[config.mk]
export PLATFORM = sky130hd
export DESIGN_NAME = mem_port_arbiter
export DESIGN_NICKNAME = d
export VERILOG_FILES = /design/src/rtl/npl_cpu_pkg.sv /design/src/rtl/mem_arb_pick.sv /design/src/rtl/mem_port_arbiter.sv
export SDC_FILE = /design/constraint.sdc
export NUM_CORES = 1
export LEC_CHECK = 0
export BUFFER_PORTS_ARGS = -buffer_cell sky130_fd_sc_hd__buf_2
export CELL_PAD_IN_SITES_DETAIL_PLACEMENT = 1
export CELL_PAD_IN_SITES_GLOBAL_PLACEMENT = 2
export CORE_MARGIN = 10
export CORE_UTILIZATION = 29
export CTS_CLUSTER_SIZE = 28
export DETAILED_ROUTE_END_ITERATION = 7
export PLACE_DENSITY_LB_ADDON = 0.1
export SLEW_MARGIN = 0
export SYNTH_ARGS = -nofsm -noshare
export SYNTH_HDL_FRONTEND = slang
export SYNTH_HIERARCHICAL = 1
export SYNTH_SLANG_ARGS = --single-unit
[constraint.sdc]
create_clock -name clk -period 5.3 [get_ports clk]
set_input_delay 1.325 -clock clk [delete_from_list [all_inputs] [get_ports clk]]
set_output_delay 1.325 -clock clk [all_outputs]
set_load 0.03 [all_outputs]
[src/rtl/npl_cpu_pkg.sv]
// npl_cpu_pkg
// Shared definitions for the data-memory port arbiter: datapath widths,
// arbiter FSM state encoding, requester port IDs and memory control codes.
package npl_cpu_pkg;

    localparam int WIDTH    = 32;
    localparam int ADDRSIZE = 12;

    typedef enum logic [1:0] {
        ARB_IDLE   = 2'd0,
        ARB_ACCESS = 2'd1,
        ARB_RESP   = 2'd2
    } arb_state_t;

    // Requester identities; also used as the last-owner encoding
    localparam logic PORT_CPU = 1'b0;
    localparam logic PORT_EXT = 1'b1;

    // MEM_CTRL encodings
    localparam logic MEM_RD = 1'b0;
    localparam logic MEM_WR = 1'b1;

endpackage

[src/rtl/mem_arb_pick.sv]
// mem_arb_pick
// Combinational winner selection between the CPU port (0) and the external
// loader/debug port (1).
//   req0, req1     : pending requests
//   lock0, lock1   : owner keeps priority while its lock and request are high
//   last_owner     : port that won the previous arbitration
//   valid          : at least one request is pending
//   winner         : selected port (meaningful only when valid)
// Configuration macro MEM_ARB_RR_EN: defined selects round-robin tie breaking,
// undefined selects fixed priority with port 0 winning every tie.
module mem_arb_pick
    import npl_cpu_pkg::*;
(
    input  logic req0,
    input  logic req1,
    input  logic lock0,
    input  logic lock1,
    input  logic last_owner,
    output logic valid,
    output logic winner
);

    // A locked owner that is still requesting beats everything; otherwise a
    // tie is broken by the configured policy and a lone request simply wins.
    always_comb begin
        valid  = req0 | req1;
        winner = PORT_CPU;
        if (last_owner == PORT_CPU && lock0 && req0) begin
            winner = PORT_CPU;
        end else if (last_owner == PORT_EXT && lock1 && req1) begin
            winner = PORT_EXT;
        end else if (req0 && req1) begin
`ifdef MEM_ARB_RR_EN
            winner = ~last_owner;
`else
            winner = PORT_CPU;
`endif
        end else if (req1) begin
            winner = PORT_EXT;
        end else begin
            winner = PORT_CPU;
        end
    end

endmodule

[src/rtl/mem_port_arbiter.sv]
// mem_port_arbiter
// Shares the single-ported 4096 x 32 data memory between the CPU (port 0)
// and a program loader / debug master (port 1). One access at a time:
// arbitration edge -> ACCESS (grant, memory driven) -> RESP (read data
// returned, completion strobe on the following cycle).
//   clk, rst              : rising-edge clock, async active-high reset
//   reqN, wrN, addrN      : request, write enable, word address per port
//   wdataN, lockN         : write data, priority lock per port
//   gntN                  : one-cycle accept pulse (during ACCESS)
//   doneN, rdataN         : one-cycle completion pulse, read data (held)
//   MEM_ADDR, MEM_OUT     : memory address and write data (hold when idle)
//   MEM_CTRL              : 1 = write, only ever high during ACCESS
//   MEM_IN                : memory read data, valid during RESP
// Configuration macro MEM_ARB_RR_EN selects round-robin tie breaking (see
// mem_arb_pick); the default build uses fixed priority for port 0.
module mem_port_arbiter #(
    parameter int WIDTH    = npl_cpu_pkg::WIDTH,
    parameter int ADDRSIZE = npl_cpu_pkg::ADDRSIZE
) (
    input  logic                clk,
    input  logic                rst,
    input  logic                req0,
    input  logic                req1,
    input  logic                wr0,
    input  logic                wr1,
    input  logic [ADDRSIZE-1:0] addr0,
    input  logic [ADDRSIZE-1:0] addr1,
    input  logic [0:WIDTH-1]    wdata0,
    input  logic [0:WIDTH-1]    wdata1,
    input  logic                lock0,
    input  logic                lock1,
    output logic                gnt0,
    output logic                gnt1,
    output logic                done0,
    output logic                done1,
    output logic [0:WIDTH-1]    rdata0,
    output logic [0:WIDTH-1]    rdata1,
    output logic [ADDRSIZE-1:0] MEM_ADDR,
    output logic [0:WIDTH-1]    MEM_OUT,
    output logic                MEM_CTRL,
    input  logic [0:WIDTH-1]    MEM_IN
);

    import npl_cpu_pkg::*;

    arb_state_t          state;
    arb_state_t          state_next;
    logic                owner_q;
    logic                wr_q;
    logic [ADDRSIZE-1:0] addr_q;
    logic [0:WIDTH-1]    wdata_q;
    logic                pick_valid;
    logic                pick_winner;
    logic                arb_window;

    mem_arb_pick u_pick (
        .req0       (req0),
        .req1       (req1),
        .lock0      (lock0),
        .lock1      (lock1),
        .last_owner (owner_q),
        .valid      (pick_valid),
        .winner     (pick_winner)
    );

    // Requests are only looked at in IDLE and RESP; ACCESS ignores them
    assign arb_window = (state == ARB_IDLE) || (state == ARB_RESP);

    always_ff @(posedge clk or posedge rst) begin
        if (rst) begin
            state <= ARB_IDLE;
        end else begin
            state <= state_next;
        end
    end

    // Next state plus the state-decoded outputs; grant and write strobe are
    // combinational from state so reset kills them immediately.
    always_comb begin
        state_next = state;
        gnt0       = 1'b0;
        gnt1       = 1'b0;
        MEM_CTRL   = MEM_RD;
        case (state)
            ARB_IDLE: begin
                if (pick_valid) state_next = ARB_ACCESS;
            end
            ARB_ACCESS: begin
                gnt0       = (owner_q == PORT_CPU);
                gnt1       = (owner_q == PORT_EXT);
                MEM_CTRL   = wr_q;
                state_next = ARB_RESP;
            end
            ARB_RESP: begin
                state_next = pick_valid ? ARB_ACCESS : ARB_IDLE;
            end
            default: state_next = ARB_IDLE;
        endcase
    end

    // The latched request doubles as the memory address/data drivers, so
    // MEM_ADDR and MEM_OUT naturally hold between accesses. Completion and
    // read data use the current owner before it is overwritten by a
    // back-to-back arbitration in the same edge. Last owner resets to port 1
    // so port 0 wins the first round-robin tie.
    always_ff @(posedge clk or posedge rst) begin
        if (rst) begin
            owner_q <= PORT_EXT;
            wr_q    <= MEM_RD;
            addr_q  <= '0;
            wdata_q <= '0;
            done0   <= 1'b0;
            done1   <= 1'b0;
            rdata0  <= '0;
            rdata1  <= '0;
        end else begin
            if (arb_window && pick_valid) begin
                owner_q <= pick_winner;
                wr_q    <= pick_winner ? wr1 : wr0;
                addr_q  <= pick_winner ? addr1 : addr0;
                wdata_q <= pick_winner ? wdata1 : wdata0;
            end
            done0 <= (state == ARB_RESP) && (owner_q == PORT_CPU);
            done1 <= (state == ARB_RESP) && (owner_q == PORT_EXT);
            if (state == ARB_RESP && wr_q == MEM_RD) begin
                if (owner_q == PORT_CPU) rdata0 <= MEM_IN;
                else                     rdata1 <= MEM_IN;
            end
        end
    end

    assign MEM_ADDR = addr_q;
    assign MEM_OUT  = wdata_q;

endmodule

# Word-level counts from Yosys, hierarchy flattened
# Cells that the tools add are included.
# totals
regBits,114
latchBits,0
ramBits,0
romBits,0
in_bits,128
out_inout_bits,113
elab_cells,41
n_memories,0
# op_classes
add_sub_neg,0
multipliers,0
n_div,0
order_cmp,0
eq_ne,3
shift,0
muxes,13
bitwise_logic,3
reduce_logical,13
# op_table
operator,n
32-bit two-way mux,1
12-bit two-way mux,1
1-bit logical AND,9
1-bit two-way mux,9
2-bit case mux with 3 select lines,1
2-bit AND reduction,2
"2-bit by 1-bit equality test with 1-bit output, second input constant",1
"2-bit equality test, second input constant",1
2-bit logical NOT,1
2-bit two-way mux,1
"2-bit inequality test, second input constant",1
1-bit NOT,2
1-bit logical OR,1
1-bit bitwise OR,1

# Depth between registers and ports, before layout
# depth
ltp_word,5
mapped_depth,6
mapped_depth_nobuf,4

# Hierarchy
# Netlist, hierarchy kept.
# modules_own_cells
module,n_inst,cells_per_inst,area_each_um2,seq_area_each_um2
mem_port_arbiter,1,296,4823.4,2854.0
mem_arb_pick,1,3,17.5,0.0

# Least setup slack after synthesis
# Ideal clock, no wire load.
# synth_timing
path_type,input to register
start,in lock1
end,"reg wdata_q, in the netlist MEM_OUT[10]"
setup_time_ns,0.125
arrival_time_ns,2.484
t_required_ns,5.175
path_slack_ns,2.691
cell_stages,6
path_buffers,2
path_cell_list,nand2_1 -> a21boi_1 -> buf_2 -> buf_2 -> mux2_2 -> mux2_2
# synth_via
elab_chain_cells,5
# synth_lines
element,line_no,source
from (decl),mem_port_arbiter.sv:31,"input logic lock1,"
1-bit logical AND (2 in a row),mem_arb_pick.sv:30,end else if (last_owner == PORT_EXT && lock1 && req1) begin
1-bit two-way mux,mem_arb_pick.sv:30,
1-bit two-way mux,mem_arb_pick.sv:28,if (last_owner == PORT_CPU && lock0 && req0) begin
net pick_winner,mem_port_arbiter.sv:53,logic pick_winner;
32-bit two-way mux,mem_port_arbiter.sv:121,wdata_q <= pick_winner ? wdata1 : wdata0;
to (signal assigned),mem_port_arbiter.sv:121,
to (decl),mem_port_arbiter.sv:51,logic [0:WIDTH-1] wdata_q;
# The timed path passes the listed nets, and every way through them passes these cells.
# A chain may end at the register's enable or synchronous reset.

# Final worst setup path
# layout_timing
start,in lock1
end,reg wr_q
# layout_via
elab_chain_cells,5
# layout_lines
element,line_no,source
1-bit logical AND (2 in a row),mem_arb_pick.sv:30,
1-bit two-way mux,mem_arb_pick.sv:30,
1-bit two-way mux,mem_arb_pick.sv:28,
net pick_winner,mem_port_arbiter.sv:53,
1-bit two-way mux,mem_port_arbiter.sv:119,wr_q <= pick_winner ? wr1 : wr0;
to (signal assigned),mem_port_arbiter.sv:119,
to (decl),mem_port_arbiter.sv:49,logic wr_q;
# The timed path passes the listed nets, and every way through them passes these cells.

==> flow_metrics.py <==
metrics = {
    "outcome": {
        "status": "finished clean",
    },
    "logic_synthesis": {
        "yosysTopAreaCell": "dfrtp_1",
        "synth_cell_types": 17,
        "syn_nets": 427,
        "synth_area_leaders": "dfrtp_1, mux2_2, buf_6",
        "yosysWarnings": 6,
        "postSynthAreaPerCell_sq_um": 16.2,
        "synth_seq_cells": 114,
        "netlist_instances": 299,
        "synth_edf_count": 0,
        "yosysSeqAreaShare_pct": 59.0,
        "synth_top_area_share_pct": 58.4,
        "async_flop_share_pct": 100,
        "ys.flop_type": "dfrtp_1",
        "synth_area_sq_mm": 0.00484,
    },
    "worst_hold_path": {
        "min_to": "rdata0[7]",
        "hold-path-cell-count": 1,
        "hold_class": "flop to flop",
        "min-delay-start": "rdata0[7]",
    },
    "critical_path": {
        "r2r-start": "owner_q",
        "cp.required_ps": 5580,
        "worstPathArrival_ps": 3340,
        "rrSetupSlack_ps": 2580,
        "r2r-end": "wr_q",
        "crit_type": "primary input to flop",
        "rr_worst_depth": 5,
        "start_kind": "primary input",
        "crit_path_max_fanout": 37,
        "critPathCaptureType": "flop",
    },
    "global_routing": {
        "grt_overflow": 0,
        "grt_max_degree": 44,
        "grt_pass1_wl_microns": 22100,
        "grt_antenna_before_repair": 0,
        "grt_util_all_layers_pct": 12.9,
        "grt_pass1_vias": 4079,
    },
    "final_layout": {
        "final_common_cell": "buf_2",
        "final_core_util_pct": 41.3,
        "layout_common_cells": "buf_2, mux2_2, dfrtp_1",
        "final_layout_size_suffix_gt1_share_pct": 77.2,
        "final_cells": 779,
        "nFillCells": 1808,
        "nets": 673,
        "design_area_sq_mm": 0.00680,
        "syn2layout_area_growth_pct": 40.5,
    },
    "power": {
        "swShare_pct": 39.2,
        "combPwrFrac_pct": 38.7,
        "ir_drop_uv": 245,
        "leakagePower_uw": 0.00328,
        "pwr-share-seq_pct": 34.2,
        "p_int_uw": 2390,
        "netSwitchingPower_uw": 1540,
        "powerDensity_mw_per_mm2": 577,
        "total_power_uw": 3920,
        "clkPwrFrac_pct": 27.1,
    },
    "routing": {
        "first_pass_iters": 3,
        "vias_per_cell": 4.36,
        "ant_nets": 0,
        "drtIter0Drc": 75,
        "num_vias": 3394,
        "routedWlPerCell_microns": 18.6,
        "remaining_drc_errors": 0,
        "drt_wl_total_microns": 14500,
    },
    "sta": {
        "fin_tns_setup_ps": 0,
        "fin_crit_sh_pct": 57.8,
        "hold_viol": 0,
        "finalSetupViolCount": 0,
        "rsz0062_at_grt": "no",
        "fin_worst_skew_ps": 6.58,
        "maxSlewHeadroom_pct": 22.4,
        "worst_slew_pin_slew_ps": 1160,
        "clock.fmax_ghz": 0.327,
        "fin_crit_ps": 3060,
        "drv_slew": 0,
    },
    "place": {
        "placed_cells": 746,
        "port-buffer-count": 239,
        "gp_congestion": 0.730,
        "dpl.hpwl_microns": 11200,
        "placed_cell_area_sq_mm": 0.00623,
    },
    "floorplanning": {
        "initial_utilization_pct": 29.4,
        "fp.dieH_microns": 149,
        "coreArea_sq_mm": 0.0165,
        "rows": 47,
        "die_x_microns": 149,
        "ios": 241,
        "die-area_sq_mm": 0.0223,
    },
    "clock_tree": {
        "clk_path_buf_depth": 2,
        "clkSinkCount": 114,
        "cts_buffers": 17,
        "cts_hold_buf": 0,
        "cts_tree": "built",
        "cts_root_buf": "clkbuf_16",
        "ctsResizeCount": 0,
        "path_clk_slew_ps": 50,
        "cts_setup_buffers": 0,
        "htreeDepth": 4,
        "worstSkewPairLatency_ps": 400,
    },
    "job": {
        "drv_cap": 0,
    },
}
==> final cells by class <==
class | instances | area, sq um | area share (%)
diodes | 1 | 2.50 | 0.0368
clock buffers | 19 | 453 | 6.66
clock inverters | 13 | 113 | 1.66
inverters | 1 | 6.26 | 0.0920
multi-input cells | 167 | 1870 | 27.4
flip-flops and latches | 114 | 2850 | 42.0
well taps | 220 | 275 | 4.05
repair buffers | 244 | 1230 | 18.1
==> Yosys cell counts, types with 2 or more instances <==
library cell	instances
and2_1	2
buf_2	7
buf_4	3
buf_6	7
dfrtp_1	113
mux2_1	6
mux2_2	149
nor2b_1	3
==> how the worst max path moves through the flow <==
stage	from	endpoint	slack, ps	cells past startpoint
after floorplan	rst	MEM_ADDR[0]	960	1
after CTS	lock1	wr_q	2180	6
after global routing	lock1	wr_q	2070	6
after global placement	lock1	MEM_ADDR[0]	1780	6
after detailed placement	lock1	MEM_ADDR[3]	1750	6
final	lock1	wr_q	2240	6
==> worst max-delay path, cell delays in order <==
cell      delay [ps]
buf_2             80
nand2_1           70
a21boi_4         890
buf_4            360
mux2_2           350
mux2_2           260
==> state kept, by name (all words and copies together) (netlist names) <==
register,cells
rdata1,32
wr_q,1
MEM_ADDR,12
owner_q,1
done0,1
rdata0,32
state,2
MEM_OUT,32
done1,1
==> kinds of logic after synthesis <==
kind of cell | after synthesis | share of synthesized area [%]
buffers and inverters | 18 | 2.89
multiplexers | 155 | 36.1
flip-flops | 114 | 59.0
AO/OA/AOI/OAI | 1 | 0.155
AND/OR/NAND/NOR | 11 | 1.94
==> stage by stage <==
step,hold WS [ps],setup slack (ps)
floorplan,472,961
global placement,463,1780
detailed placement,477,1750
CTS,491,2180
global route,511,2070
finish,483,2240
==> power groups by stage <==
stage	Clock (uW)	Sequential (uW)	Combinational, uW
3_3_place_gp	0	1340	1540
6_report	1060	1340	1520
2_1_floorplan	0	1990	389
3_5_place_dp	0	1360	1550
4_1_cts	1100	1350	1550
5_1_grt	1140	1390	1610
==> routing by layer <==
metal | global-route usage, % | part of all wire (%) | up-vias
met2 | 22.6 | 52 | 132
met1 | 12.7 | 37 | 1685
li1 | - | - | 1564
met3 | 6.95 | 10 | 13
met5 | 0 | 0 | -
met4 | 4.02 | 1.1 | 0
Note: power is estimated with default switching activity, not from simulation.
